===== src/rtl/rr_grant.sv =====
// rtl/rr_grant.sv - rotating-priority grant search over N requesters
module rr_grant #(
    parameter int N     = 4,
    parameter int SEL_W = $clog2(N)
) (
    input  logic [N-1:0]     req,
    input  logic [SEL_W-1:0] ptr,
    output logic [N-1:0]     gnt,
    output logic [SEL_W-1:0] gnt_idx,
    output logic             any
);

    logic [2*N-1:0] req2;

    // Search {req, req} upward from ptr; the lower copy below ptr is masked so
    // the upper copy supplies the wrapped-around candidates.
    always_comb begin
        req2    = {req, req};
        any     = 1'b0;
        gnt_idx = '0;
        gnt     = '0;
        for (int k = 2*N-1; k >= 0; k--) begin
            if (req2[k] && (k >= int'(ptr))) begin
                any     = 1'b1;
                gnt_idx = (k >= N) ? SEL_W'(k - N) : SEL_W'(k);
            end
        end
        if (any) begin
            gnt[gnt_idx] = 1'b1;
        end
    end

endmodule


===== src/rtl/rr_arb_mux.sv =====
// rtl/rr_arb_mux.sv - round-robin arbitrating mux with registered output stage
module rr_arb_mux #(
    parameter int WIDTH = 4,
    parameter int N     = 4
) (
    input  logic                   clk,
    input  logic                   rst,
    input  logic [N-1:0]           in_valid,
    input  logic [N*WIDTH-1:0]     in_data,
    output logic [N-1:0]           in_ready,
    output logic                   out_valid,
    output logic [WIDTH-1:0]       out_data,
    output logic [$clog2(N)-1:0]   out_sel,
    input  logic                   out_ready
);

    localparam int SEL_W = $clog2(N);

    logic [SEL_W-1:0] ptr;
    logic [N-1:0]     gnt;
    logic [SEL_W-1:0] gnt_idx;
    logic             any;
    logic             load;
    logic [WIDTH-1:0] sel_data;

    rr_grant #(
        .N     (N),
        .SEL_W (SEL_W)
    ) u_grant (
        .req     (in_valid),
        .ptr     (ptr),
        .gnt     (gnt),
        .gnt_idx (gnt_idx),
        .any     (any)
    );

    assign load     = !out_valid || out_ready;
    assign in_ready = (!rst && load && any) ? gnt : '0;

    // One-hot data select driven by the grant vector.
    always_comb begin
        sel_data = '0;
        for (int i = 0; i < N; i++) begin
            if (gnt[i]) begin
                sel_data = in_data[i*WIDTH +: WIDTH];
            end
        end
    end

    // Output register and round-robin pointer; everything holds while stalled.
    always_ff @(posedge clk) begin
        if (rst) begin
            out_valid <= 1'b0;
            out_data  <= '0;
            out_sel   <= '0;
            ptr       <= '0;
        end else if (load) begin
            if (any) begin
                out_valid <= 1'b1;
                out_data  <= sel_data;
                out_sel   <= gnt_idx;
                ptr       <= (gnt_idx == SEL_W'(N - 1)) ? '0 : gnt_idx + SEL_W'(1);
            end else begin
                out_valid <= 1'b0;
            end
        end
    end

endmodule


===== config.mk =====
export PLATFORM = sky130hd
export DESIGN_NAME = rr_arb_mux
export DESIGN_NICKNAME = d
export VERILOG_FILES = /design/src/rtl/rr_grant.sv /design/src/rtl/rr_arb_mux.sv
export SDC_FILE = /design/constraint.sdc
export NUM_CORES = 1
export LEC_CHECK = 0
export CORE_AREA = 2 2 43 45
export CTS_BUF_LIST = sky130_fd_sc_hd__clkbuf_16
export DETAILED_ROUTE_END_ITERATION = 10
export DIE_AREA = 0 0 45 47
export MAX_ROUTING_LAYER = met4
export PLACE_DENSITY = 0.77
export SLEW_MARGIN = 25
export SYNTH_ARGS = -nofsm -noshare
export SYNTH_HDL_FRONTEND = slang
export SYNTH_SLANG_ARGS = --single-unit

===== constraint.sdc =====
create_clock -name clk -period 5.9 [get_ports clk]
set_input_delay 0.59 -clock clk [delete_from_list [all_inputs] [get_ports clk]]
set_output_delay 0.59 -clock clk [all_outputs]
set_load 0.01 [all_outputs]

==> parameters.txt <==
Parameter                              Value

CTS
  Post-cts sizing count ... 0
  Insertion delay to the later sink of the worst-skew pair ... 0.24 ns
  Clock tree from TritonCTS ... done
  Post-CTS setup buffer count ... 0
  H-tree depth reported by CTS ... 1
  Clock buffer count from CTS ... 3
  Clock-pin slew on the worst setup and hold paths ... 0.04 ns
  CTS Hold Bufs ... 0
  Maximum clock path buffer count ... 2
  Cell at the root of the clock tree ... sky130_fd_sc_hd__clkbuf_16
  Clock sink count ... 9

Global route
  Vias in the first global route ... 621
  Initial antenna violation count ... 0
  Global-route wire length before repair ... 2700 um
  Total routing usage reported by global routing ... 18.7%
  Maximum number of pins on one net before global-route repair ... 15
  Grt ovf ... 0

Place
  Detailed placer's ending HPWL ... 1300 um
  Worst setup slack after placement ... 2.43 ns
  Placed inst area ... 936 sq um
  Number of port buffers ... 33
  Last weighted congestion value of the routability-driven placer ... 0.819
  Number of cells in the design after placement ... 119

Worst setup path
  Type of the worst setup path ... in -> out
  Most common cell type on the critical path ... sky130_fd_sc_hd__clkdlybuf4s50_1
  Cell breakdown of the critical path ... clkdlybuf4s50_1 -> nand2b_1 -> a21oi_1 -> o32ai_1 -> ha_1 -> and2_1 -> clkdlybuf4s50_1
  Slowest Stage Delay on Critical Path ... 0.53 ns
  CP max stage cell ... sky130_fd_sc_hd__clkdlybuf4s50_1
  Data required time of the worst path ... 5.31 ns
  CP startpoint kind ... primary input
  Critical path peak fanout ... 7
  Critical Path AT ... 2.88 ns
  CP Capture Type ... output pin

Final layout
  Antenna cell count ... 0
  Fraction of final layout cells sized beyond drive strength 1 ... 6.60%
  Final instance count without filler cells ... 123
  Final Cell Area ... 1010 sq um
  Area growth, synth to finish ... 70.4%
  Post-layout net count ... 134
  Count of fill cells added during filler insertion ... 156

Route
  Via count ... 651
  Post-DR vias/cell ... 5.29
  Detailed-router iteration count before antenna repair ... 4
  Initial drt markers ... 6
  Total routed wirelength ... 1660 um
  Number of remaining DRC errors ... 0
  Post-DRT Antenna Nets ... 0
  Routed wire per std cell ... 13.5 um

Synthesis
  Number of unique standard cell types used by synthesis ... 26
  Number of warnings printed during yosys synthesis ... 0
  Post-synthesis instance area ... 596 sq um
  Post-Syn Nets ... 98
  Post-synthesis cell count ... 71
  Register bit total from synthesis ... 9
  Average size of a mapped cell ... 8.39 sq um
  Proportion of synthesized chip area in sequential cells ... 30.3%

Timing
  Final count of hold timing violations ... 0
  Fmax ... 288 MHz
  Worst clock skew on the final layout ... 0.00296 ns
  Unrepaired setup endpoints after global routing ... no
  Share of the clock period used by the worst path after layout ... 58.9%
  Worst-case headroom to the max-slew limit ... 64.6%
  Final critical-path setup slack ... 2.43 ns
  Final setup TNS ... 0 ns
  Clock period minus worst slack ... 3.47 ns
  Transition time at the pin with the least slew margin ... 0.530 ns
  Total setup violations reported at the end of the flow ... 0
  Final count of pins violating max slew ... 0

Floorplan
  IO Count ... 34
  Vertical die dimension ... 47 um
  Core region area ... 1650 sq um
  Starting density of the core ... 36.1%
  Site Rows ... 15
  Die span in x ... 45 um
  Die Area ... 2120 sq um

Power
  Static Leak ... 0.000396 uW
  Peak VDD IR ... 0.223 mV
  Power density cells ... 289 nW/um^2

Run
  Number of maximum-capacitance violations ... 0

Min path
  Classification of the worst-slack hold path ... reg -> reg

Outcome
  Run status ... finished, final reports clean
[critical path: cells and delay by family]
family / cells / cell delay, ns
buf+inv: 2 / 1.05
compound gates: 2 / 0.56
fa+ha+maj: 1 / 0.39
simple gates: 2 / 0.30
[layout by cell type, fill, tap and decap left out, drive strengths merged]
cell,count
dfxtp,9
o31ai,1
inv,4
nor3b,2
o22a,1
or3,3
o32ai,1
nor4,1
a221oi,4
clkdlybuf4s50,33
nand2b,2
a211oi,1
o41ai,1
clkbuf,3
nor2b,8
o22ai,4
a21oi,5
ha,4
or2,2
nand3b,2
nand2,5
nor3,1
nor2,5
and2,3
a22o,1
[synthesized netlist by cell type]
| cell | number | share of area, % |
|---|---|---|
| sky130_fd_sc_hd__buf_4 | 1 | 1.3 |
| sky130_fd_sc_hd__a22o_1 | 1 | 1.5 |
| sky130_fd_sc_hd__nor2_1 | 5 | 3.2 |
| sky130_fd_sc_hd__a221oi_1 | 4 | 5.9 |
| sky130_fd_sc_hd__o22a_1 | 1 | 1.5 |
| sky130_fd_sc_hd__and2_1 | 3 | 3.2 |
| sky130_fd_sc_hd__nor4_2 | 1 | 2.1 |
| sky130_fd_sc_hd__or2_2 | 1 | 1.1 |
| sky130_fd_sc_hd__nand3b_1 | 2 | 2.5 |
| sky130_fd_sc_hd__nand2b_1 | 2 | 2.1 |
| sky130_fd_sc_hd__nor3b_1 | 2 | 2.5 |
| sky130_fd_sc_hd__nand2_1 | 5 | 3.2 |
| sky130_fd_sc_hd__a211oi_1 | 1 | 1.3 |
| sky130_fd_sc_hd__inv_1 | 3 | 1.9 |
| sky130_fd_sc_hd__o31ai_1 | 1 | 1.3 |
| sky130_fd_sc_hd__nor3_1 | 1 | 0.84 |
| sky130_fd_sc_hd__or3_1 | 3 | 3.2 |
| sky130_fd_sc_hd__nor2b_1 | 8 | 8.4 |
| sky130_fd_sc_hd__o41ai_2 | 1 | 2.7 |
| sky130_fd_sc_hd__o32ai_1 | 1 | 1.5 |
| sky130_fd_sc_hd__or2_4 | 1 | 1.5 |
| sky130_fd_sc_hd__o22ai_1 | 4 | 4.2 |
| sky130_fd_sc_hd__clkbuf_1 | 1 | 0.63 |
| sky130_fd_sc_hd__dfxtp_1 | 9 | 30 |
| sky130_fd_sc_hd__ha_1 | 4 | 8.4 |
| sky130_fd_sc_hd__a21oi_1 | 5 | 4.2 |
[report_power, final]
group | switching, uW | leakage, uW | internal, uW
clock network | 28.6 | 0.0000423 | 88.4
logic | 44.2 | 0.000279 | 55.2
registers | 5.72 | 0.0000746 | 70.7
total | 78.5 | 0.000396 | 214
[per-stage QoR]
stage	utilization (%)	power, uW	hold slack, ns
final	61.4	293	0.452
after global routing	61.4	312	0.488
after CTS	61.4	298	0.457
after detailed placement	56.7	177	0.452
after global placement	56.7	175	0.446
after floorplan	-	131	0.471
[cell families after synthesis]
family	count (synthesis)	synth area share [%]
fa+ha+maj	4	8.40
compound gates	19	24.0
flops	9	30.3
simple gates	34	33.6
buf+inv	5	3.78
[sequential cells by signal, summed over array words and instances (netlist names)]
register / flops
out_sel: 2
ptr: 2
out_data: 4
out_valid: 1
[final cells by class]
type	instances	area [sq um]	area share, %
clock buffers	3	75.1	7.40
repair buffers	33	330	32.6
inverters	3	11.3	1.11
clock inverters	1	3.75	0.370
flip-flops and latches	9	180	17.8
multi-input cells	57	393	38.7
well taps	17	21.3	2.10
[worst paths after layout]
| kind | start | to | slack [ns] | depth (start not counted) |
|---|---|---|---|---|
| worst max-delay path | in_valid[1] | in_ready[1] | 2.43 | 7 |
| worst min-delay path | out_data[3]$_SDFFE_PP0P_ | out_data[3]$_SDFFE_PP0P_ | 0.45 | 2 |
| worst max register to register | ptr[1]$_SDFFE_PP0P_ | out_data[0]$_SDFFE_PP0P_ | 3.65 | 8 |
| worst min register to register | out_data[3]$_SDFFE_PP0P_ | out_data[3]$_SDFFE_PP0P_ | 0.45 | 2 |
[metal layers]
layer | vias to the layer above | wire, um | track usage, %
met5 | - | 0 | -
met4 | 0 | 12 | 6.47
met3 | 2 | 136 | 7.69
met2 | 24 | 837 | 32.6
met1 | 297 | 678 | 19.0
li1 | 328 | - | -
(Power assumes the default switching activity.)
